File: src/rtl/mult_pkg.sv
// Shared widths and the X1->X2 entry layout for the pipelined multiplier.
package mult_pkg;

  localparam int unsigned MULT_W       = 64;
  localparam int unsigned MULT_VEC     = 5;
  localparam int unsigned X1X2_ENTRY_W = 130;

  typedef struct packed {
    logic              select_msb;
    logic              signed_res;
    logic [MULT_W-1:0] carry;
    logic [MULT_W-1:0] sum;
  } x1x2_entry_t;

endpackage

File: src/rtl/x1_multiplier_if.sv
// X0->X1 FIFO head / X1->X2 FIFO head signals seen by the X1 multiplier stage.
interface x1_multiplier_if;
  import mult_pkg::*;

  logic [MULT_VEC*MULT_W-1:0] RES_RX0;
  logic                       SELECT_MSB_RX0;
  logic                       SIGNED_RES_RX0;
  logic                       X0X1_EMPTY_SX0;
  logic                       X0X1_POP_SX1;
  logic                       X1X2_POP_SX2;
  logic [2*MULT_W-1:0]        RES_RX1;
  logic                       SELECT_MSB_RX1;
  logic                       SIGNED_RES_RX1;
  logic                       X1X2_EMPTY_SX1;

  modport slave (
    input  RES_RX0, SELECT_MSB_RX0, SIGNED_RES_RX0, X0X1_EMPTY_SX0, X1X2_POP_SX2,
    output X0X1_POP_SX1, RES_RX1, SELECT_MSB_RX1, SIGNED_RES_RX1, X1X2_EMPTY_SX1
  );

  modport master (
    output RES_RX0, SELECT_MSB_RX0, SIGNED_RES_RX0, X0X1_EMPTY_SX0, X1X2_POP_SX2,
    input  X0X1_POP_SX1, RES_RX1, SELECT_MSB_RX1, SIGNED_RES_RX1, X1X2_EMPTY_SX1
  );

endinterface

File: src/rtl/x1_multiplier_csa.sv
// 64-bit 3:2 carry-save adder; the shifted-out majority bit is discarded.
module x1_multiplier_csa
  import mult_pkg::*;
(
  input  logic [MULT_W-1:0] a,
  input  logic [MULT_W-1:0] b,
  input  logic [MULT_W-1:0] c,
  output logic [MULT_W-1:0] s0,
  output logic [MULT_W-1:0] s1
);

  assign s0 = a ^ b ^ c;
  assign s1 = {(a[MULT_W-2:0] & b[MULT_W-2:0]) |
               (a[MULT_W-2:0] & c[MULT_W-2:0]) |
               (b[MULT_W-2:0] & c[MULT_W-2:0]), 1'b0};

endmodule

File: src/rtl/x1_multiplier.sv
// X1 multiplier stage: reduces five carry-save vectors to a sum/carry pair and
// buffers the result in a small FIFO read by the X2 stage.
module x1_multiplier
  import mult_pkg::*;
#(
  parameter int unsigned DEPTH = 2
) (
  input  logic            clk,
  input  logic            reset_n,
  x1_multiplier_if.slave  bus
);

  localparam int unsigned PTR_W = $clog2(DEPTH);
  localparam int unsigned CNT_W = PTR_W + 1;

  logic [MULT_W-1:0] v [MULT_VEC];
  logic [MULT_W-1:0] a0, a1, b0, b1, sum_c, carry_c;

  x1x2_entry_t       mem_q [DEPTH];
  x1x2_entry_t       mem_d [DEPTH];
  logic [PTR_W-1:0]  wr_ptr_q, wr_ptr_d;
  logic [PTR_W-1:0]  rd_ptr_q, rd_ptr_d;
  logic [CNT_W-1:0]  count_q, count_d;

  logic              full_c, empty_c, push_c, pop_c;
  x1x2_entry_t       wr_entry_c, head_c;

  always_comb begin
    for (int i = 0; i < MULT_VEC; i++) begin
      v[i] = bus.RES_RX0[i*MULT_W +: MULT_W];
    end
  end

  x1_multiplier_csa u_csa_l1 (.a(v[0]), .b(v[1]), .c(v[2]), .s0(a0),    .s1(a1));
  x1_multiplier_csa u_csa_l2 (.a(a0),   .b(a1),   .c(v[3]), .s0(b0),    .s1(b1));
  x1_multiplier_csa u_csa_l3 (.a(b0),   .b(b1),   .c(v[4]), .s0(sum_c), .s1(carry_c));

  assign wr_entry_c = '{select_msb: bus.SELECT_MSB_RX0,
                        signed_res: bus.SIGNED_RES_RX0,
                        carry:      carry_c,
                        sum:        sum_c};

  assign full_c  = (count_q == CNT_W'(DEPTH));
  assign empty_c = (count_q == '0);
  // A same-cycle pop frees the slot, so a full FIFO still accepts a push.
  assign push_c  = !bus.X0X1_EMPTY_SX0 && (!full_c || bus.X1X2_POP_SX2);
  assign pop_c   = bus.X1X2_POP_SX2 && !empty_c;

  always_comb begin
    mem_d    = mem_q;
    wr_ptr_d = wr_ptr_q;
    rd_ptr_d = rd_ptr_q;
    count_d  = count_q;
    if (push_c) begin
      mem_d[wr_ptr_q] = wr_entry_c;
      wr_ptr_d        = wr_ptr_q + PTR_W'(1);
    end
    if (pop_c) begin
      rd_ptr_d = rd_ptr_q + PTR_W'(1);
    end
    case ({push_c, pop_c})
      2'b10:   count_d = count_q + CNT_W'(1);
      2'b01:   count_d = count_q - CNT_W'(1);
      default: count_d = count_q;
    endcase
  end

  always_ff @(posedge clk or negedge reset_n) begin
    if (!reset_n) begin
      mem_q    <= '{default: '0};
      wr_ptr_q <= '0;
      rd_ptr_q <= '0;
      count_q  <= '0;
    end else begin
      mem_q    <= mem_d;
      wr_ptr_q <= wr_ptr_d;
      rd_ptr_q <= rd_ptr_d;
      count_q  <= count_d;
    end
  end

  assign head_c             = mem_q[rd_ptr_q];
  assign bus.RES_RX1        = {head_c.carry, head_c.sum};
  assign bus.SELECT_MSB_RX1 = head_c.select_msb;
  assign bus.SIGNED_RES_RX1 = head_c.signed_res;
  assign bus.X1X2_EMPTY_SX1 = empty_c;
  assign bus.X0X1_POP_SX1   = push_c;

endmodule

File: src/flat_wrapper.sv
// flat-port wrapper written by rule: the top's interface ports become plain ports
module x1_multiplier_flat import mult_pkg::*;
#(
  parameter int unsigned DEPTH = 2
)
  (clk, reset_n, bus_RES_RX0, bus_SELECT_MSB_RX0, bus_SIGNED_RES_RX0, bus_X0X1_EMPTY_SX0, bus_X1X2_POP_SX2, bus_X0X1_POP_SX1, bus_RES_RX1, bus_SELECT_MSB_RX1, bus_SIGNED_RES_RX1, bus_X1X2_EMPTY_SX1);
  x1_multiplier_if bus_i ();
  input  logic clk;
  input  logic reset_n;
  input wire logic [$bits(bus_i.RES_RX0)-1:0] bus_RES_RX0;
  input wire logic [$bits(bus_i.SELECT_MSB_RX0)-1:0] bus_SELECT_MSB_RX0;
  input wire logic [$bits(bus_i.SIGNED_RES_RX0)-1:0] bus_SIGNED_RES_RX0;
  input wire logic [$bits(bus_i.X0X1_EMPTY_SX0)-1:0] bus_X0X1_EMPTY_SX0;
  input wire logic [$bits(bus_i.X1X2_POP_SX2)-1:0] bus_X1X2_POP_SX2;
  output wire logic [$bits(bus_i.X0X1_POP_SX1)-1:0] bus_X0X1_POP_SX1;
  output wire logic [$bits(bus_i.RES_RX1)-1:0] bus_RES_RX1;
  output wire logic [$bits(bus_i.SELECT_MSB_RX1)-1:0] bus_SELECT_MSB_RX1;
  output wire logic [$bits(bus_i.SIGNED_RES_RX1)-1:0] bus_SIGNED_RES_RX1;
  output wire logic [$bits(bus_i.X1X2_EMPTY_SX1)-1:0] bus_X1X2_EMPTY_SX1;
  assign bus_i.RES_RX0 = bus_RES_RX0;
  assign bus_i.SELECT_MSB_RX0 = bus_SELECT_MSB_RX0;
  assign bus_i.SIGNED_RES_RX0 = bus_SIGNED_RES_RX0;
  assign bus_i.X0X1_EMPTY_SX0 = bus_X0X1_EMPTY_SX0;
  assign bus_i.X1X2_POP_SX2 = bus_X1X2_POP_SX2;
  assign bus_X0X1_POP_SX1 = bus_i.X0X1_POP_SX1;
  assign bus_RES_RX1 = bus_i.RES_RX1;
  assign bus_SELECT_MSB_RX1 = bus_i.SELECT_MSB_RX1;
  assign bus_SIGNED_RES_RX1 = bus_i.SIGNED_RES_RX1;
  assign bus_X1X2_EMPTY_SX1 = bus_i.X1X2_EMPTY_SX1;
  x1_multiplier #(.DEPTH(DEPTH)) u_core (.clk(clk), .reset_n(reset_n), .bus(bus_i));
endmodule
File: config.mk
export PLATFORM = sky130hd
export DESIGN_NAME = x1_multiplier_flat
export DESIGN_NICKNAME = d
export VERILOG_FILES = /design/src/rtl/mult_pkg.sv /design/src/rtl/x1_multiplier_if.sv /design/src/rtl/x1_multiplier_csa.sv /design/src/rtl/x1_multiplier.sv /design/src/flat_wrapper.sv
export SDC_FILE = /design/constraint.sdc
export NUM_CORES = 1
export LEC_CHECK = 0
export BUFFER_PORTS_ARGS = -buffer_cell sky130_fd_sc_hd__buf_2
export CORE_UTILIZATION = 45
export CTS_CLUSTER_DIAMETER = 150
export CTS_CLUSTER_SIZE = 14
export DETAILED_ROUTE_END_ITERATION = 8
export PLACE_DENSITY = 0.79
export SYNTH_ARGS = -nofsm -noshare
export SYNTH_HDL_FRONTEND = slang
export SYNTH_HIERARCHICAL = 1
export SYNTH_SLANG_ARGS = --single-unit
export TNS_END_PERCENT = 5
File: constraint.sdc
create_clock -name clk -period 4.4 [get_ports clk]
set_input_delay 0.88 -clock clk [delete_from_list [all_inputs] [get_ports clk]]
set_output_delay 0.88 -clock clk [all_outputs]
set_load 0.02 [all_outputs]
# ---- Word-level counts from Yosys, hierarchy flattened
# Cells that the tools add are included.
# Widths: inputs -> output; s select.
dict set report word_totals {
  input_bits 326
  output_inout_bits 132
  regBits 264
}
dict set report op_classes {
  eq_ne 3
  addsub 4
  bitwise 23
  magnitude_cmp 3
  n_reduce_logical 9
  n_mux 7
}
# cell count
set op_table {}
lappend op_table {{$and 63x63->63} 9}
lappend op_table {{$mux 130} 4}
lappend op_table {{$xor 64x64->64} 6}
lappend op_table {{$or 63x63->63} 6}
lappend op_table {{$bwmux 260} 1}
lappend op_table {{$demux 130 s1} 1}
lappend op_table {{$eq 2x2->1 const B} 2}
lappend op_table {{$ge 2x2->1 const B} 2}
lappend op_table {{$not 1->2} 2}
lappend op_table {{$pmux 2 s2} 1}
lappend op_table {{$logic_and 1x1->1} 3}
lappend op_table {{$logic_not 1->1} 3}
lappend op_table {{$add 1x1->1 const B} 2}
lappend op_table {{$add 2x1->2 const B} 1}
lappend op_table {{$eq 2x1->1 const B} 1}
lappend op_table {{$logic_not 2->1} 1}
lappend op_table {{$lt 2x1->1 const B} 1}
lappend op_table {{$reduce_bool 2->1} 1}
lappend op_table {{$sub 2x1->2 const B} 1}
lappend op_table {{$logic_or 1x1->1} 1}

# ---- Logic depth before layout (Yosys ltp)
dict set report logic_depth {
  ltp_word 10
  mapped_depth 7
  mapped_depth_nobuf 7
}

# ---- By module
# Netlist, hierarchy kept.
# module n_inst area_per_inst_um2 cells_each seq_area_each_um2
set by_module_without_submodules {}
lappend by_module_without_submodules {x1_multiplier 1 11716.2 713 6606.3}
lappend by_module_without_submodules {x1_multiplier_csa 3 1296.2 66 0.0}

# ---- Least setup slack after synthesis
# No wires, ideal clock.
dict set report synth_path {
  path_type {in2reg}
  from {input port bus_RES_RX0[1]}
  to {register u_core/mem_q[131] (netlist bit)}
  setup_slack_ns 1.636
  setup_ns 0.125
  path_buffers 0
  t_arrival_ns 2.639
  path_stages 4
  t_required_ns 4.275
  cell_sequence {fa_1 -> fa_1 -> fa_1 -> mux2_4}
}
dict set report synth_via {
  elab_chain_len 7
}
# item line_no
set synth_rtl {}
lappend synth_rtl {{from (decl)} flat_wrapper.sv:10} ;# input wire logic [$bits(bus_i.RES_RX0)-1:0] bus_RES_RX0;
lappend synth_rtl {{$xor 64x64->64 (4 in a row)} x1_multiplier_csa.sv:12} ;# assign s0 = a ^ b ^ c;
lappend synth_rtl {{named net u_core.b0[1]} x1_multiplier.sv:17} ;# logic [MULT_W-1:0] a0, a1, b0, b1, sum_c, carry_c;
lappend synth_rtl {{$xor 64x64->64 (2 in a row)} x1_multiplier_csa.sv:12}
lappend synth_rtl {{named net u_core.sum_c[1]} x1_multiplier.sv:17}
lappend synth_rtl {{$bwmux 260} x1_multiplier.sv:55} ;# mem_d[wr_ptr_q] = wr_entry_c;
lappend synth_rtl {{to (signal assigned)} x1_multiplier.sv:75} ;# mem_q <= mem_d;
lappend synth_rtl {{to (decl)} x1_multiplier.sv:19} ;# x1x2_entry_t mem_q [DEPTH];
# The timed path passes the listed nets, and every way through them passes these cells.
# A chain may end at the register's enable or synchronous reset.

# ---- Worst setup path in the final report
dict set report layout_path {
  from {register u_core.rd_ptr_q}
  to {output port bus_SELECT_MSB_RX1}
}
dict set report layout_via {
  elab_chain_len 4
}
# item line_no
set layout_rtl {}
lappend layout_rtl {{from (decl)} x1_multiplier.sv:22} ;# logic [PTR_W-1:0] rd_ptr_q, rd_ptr_d;
lappend layout_rtl {{from (signal assigned)} x1_multiplier.sv:77} ;# rd_ptr_q <= rd_ptr_d;
lappend layout_rtl {{$not 1->2 (not written as such)} x1_multiplier.sv:82} ;# assign head_c = mem_q[rd_ptr_q];
lappend layout_rtl {{$mux 130 (not written as such) (3 in a row)} x1_multiplier.sv:82}
lappend layout_rtl {{to (decl)} flat_wrapper.sv:17} ;# output wire logic [$bits(bus_i.SELECT_MSB_RX1)-1:0] bus_SELECT_MSB_RX1;
# Every way passes these cells. The select of a mux whose other input is x is not followed.

==> impl_metrics.tcl <==
set metrics [dict create \
    tightest_slew_ns 0.929 \
    final_area_um2 19000 \
    overflow 0 \
    p_leak_nw 8.76 \
    busiest_layer "met2" \
    path_class "reg2out" \
    drive_gt1_frac 0.653 \
    synth_edf_count 0 \
    synth_seq_cells 264 \
    port_buffers 457 \
    cts_buffer_depth 3 \
    rsz0062_at_grt "no" \
    drt-pass1-iter-count 4 \
    synth_top_cell_area_share 0.423 \
    min_period_over_period 0.759 \
    grt_use_total 0.202 \
    vdd_ir_drop_max_uv 359 \
    cts.clk_slew.worst_paths_ns 0.07 \
    die_w_um 188 \
    htreeDepth 1 \
    worstRegToRegCells 4 \
    gp_congestion 0.876 \
    core-area_um2 33900 \
    nNetsFinal 1872 \
    placed_cell_area_um2 18400 \
    insertion_delay_ns 0.52 \
    area_growth_pct 21.5 \
    vias_per_cell 5.07 \
    dp.cells 1780 \
    clock_skew_ns 0.0213 \
    die_area_um2 35400 \
    outcome "completed" \
    grt_pass1_vias 10637 \
    totalWireLength_mm 35.3 \
    via_count 9151 \
    dp_hpwl_mm 26.6 \
    ys.flop_type "dfrtp_1" \
    min_path_type "in2async" \
    synth_area_um2 15600 \
    cp.required_ns 3.52 \
    syn_area_per_cell_um2 17.1 \
    hold_violations 0 \
    grt_antenna_before_repair 2 \
    post_drt_wl_per_cell_um 19.6 \
    finalSetupTns_ns 0 \
    ys_async_sr_fraction 1.00 \
    total_power_mw 13.5 \
    maxSlewViolCount 0 \
    root_buffer "clkbuf_16" \
    grt_pass1_wl_mm 56.6 \
    cts_buffers 22 \
    grt_max_degree 121 \
    power_density_nw_per_um2 714 \
    synth.largest_area_cell "dfrtp_1" \
    met1_usage 0.248 \
    cap_violations 0 \
    fp-row-count 67 \
    cts.sinks 264 \
    grt.met3_usage 0.0443 \
    cp_data_arrival_time_ns 2.46 \
    synth_nets 1427 \
    clock.fmax_mhz 300 \
    drt_iter0_markers 297 \
    ys_types 21 \
    cts.repair.resized 0 \
    max-slew-margin-rel 0.381 \
    syn_inst 911 \
    fin_crit_ns 3.34 \
    use_met2 0.360 \
    synth.most_common_cell "mux2_2" \
    cp-end-kind "output port" \
    yosysSeqAreaShare 0.423 \
    pin_count 458 \
    yosys_warnings 6 \
    fp.dieH_um 188 \
    synth_area_leaders "dfrtp_1 (42%), fa_1 (24%), mux2_2 (22%)" \
    start_kind "flop" \
    post-cts-setup-buffers 0 \
    layoutNonFillerInstCount 1806 \
    fin_util 0.560 \
    cts_tree "done" \
    cp_max_fo 49 \
    finalSetupViolations 0 \
    drc 0 \
    cts.hold.buffers_added 0 \
    fillers 2753 \
    drt.antenna.violating_nets 0 \
    start_util 0.461 \
    yosys-top-cells-count "mux2_2 (301), dfrtp_1 (264), fa_1 (189), mux2_4 (89), buf_2 (28)" \
]
[cells by family (layout without fill, tap and decap cells)]
kind of cell | count (synthesis) | after routing | share of synthesized area
AOI/OAI and AO/OA | 1 | 1 | 0.000320
xor gates and xnor gates | 7 | 7 | 0.00682
adders and majority gates | 190 | 190 | 0.243
buffers and inverters | 48 | 494 | 0.0193
DFF | 264 | 264 | 0.423
muxes | 390 | 390 | 0.303
other | 3 | 4 | 0.000722
and+or+nand+nor | 8 | 8 | 0.00337
[stage by stage]
step	hold slack, ns	setup slack [ns]
final	0.461	1.06
after floorplan	0.454	1.64
after global placement	0.470	1.41
after CTS	0.490	0.994
after detailed placement	0.482	1.39
after global routing	0.513	0.959
[cells in the final DEF, fill, tap and decap left out, types with 2 or more instances in the layout]
master / synthesis / layout
buf_12: 0 / 8
buf_2: 28 / 456
buf_4: 3 / 3
clkbuf_16: 0 / 23
conb_1: 3 / 3
dfrtp_1: 264 / 263
fa_1: 189 / 189
mux2_2: 301 / 301
mux2_4: 89 / 89
nor2_1: 3 / 3
xnor2_1: 2 / 2
xor2_1: 2 / 2
xor3_1: 3 / 3
[layer usage]
layer,vias to the layer above,part of all wire
li1,4008,-
met1,4749,0.39
met2,330,0.52
met3,62,0.066
met4,2,0.023
met5,-,0.00037
[final timing paths]
check / startpoint / to / slack, ns
worst max-delay path: u_core/rd_ptr_q / bus_SELECT_MSB_RX1 / 1.06
worst min-delay path: reset_n / u_core/mem_q[142] / 0.46
worst max register to register: u_core/count_q[0] / u_core/mem_q[249] / 2.10
worst min register to register: u_core/count_q[1] / u_core/count_q[1] / 0.48
max in group asynchronous: reset_n / u_core/mem_q[159] / 2.91
min in group clk: u_core/count_q[1] / u_core/count_q[1] / 0.48
[area by class of cell]
class,count,area [um2],area share
tap,448,561,0.0296
timing repair buffer,468,2480,0.131
multi-input combinational,599,8710,0.459
antenna,1,2.50,0.000132
clock buffer,25,593,0.0313
inverter,1,3.75,0.000198
sequential,264,6610,0.349
[state kept, by name, summed over array words and instances (netlist names)]
register	count
u_core/count_q	2
u_core/mem_q	260
u_core/rd_ptr_q	1
u_core/wr_ptr_q	1
[where the power goes]
group	internal (mW)	total, mW	switching (mW)
Sequential	3.70	4.42	0.725
Clock	0.940	1.77	0.830
Combinational	3.76	7.34	3.58
Total	8.40	13.5	5.14
[worst max-delay path, stage by stage (launching register included)]
cell and delay, ns:
dfrtp_4 0.96, buf_4 0.38, mux2_2 0.40, buf_2 0.17
No activity file was read; power rests on OpenSTA's default activity.
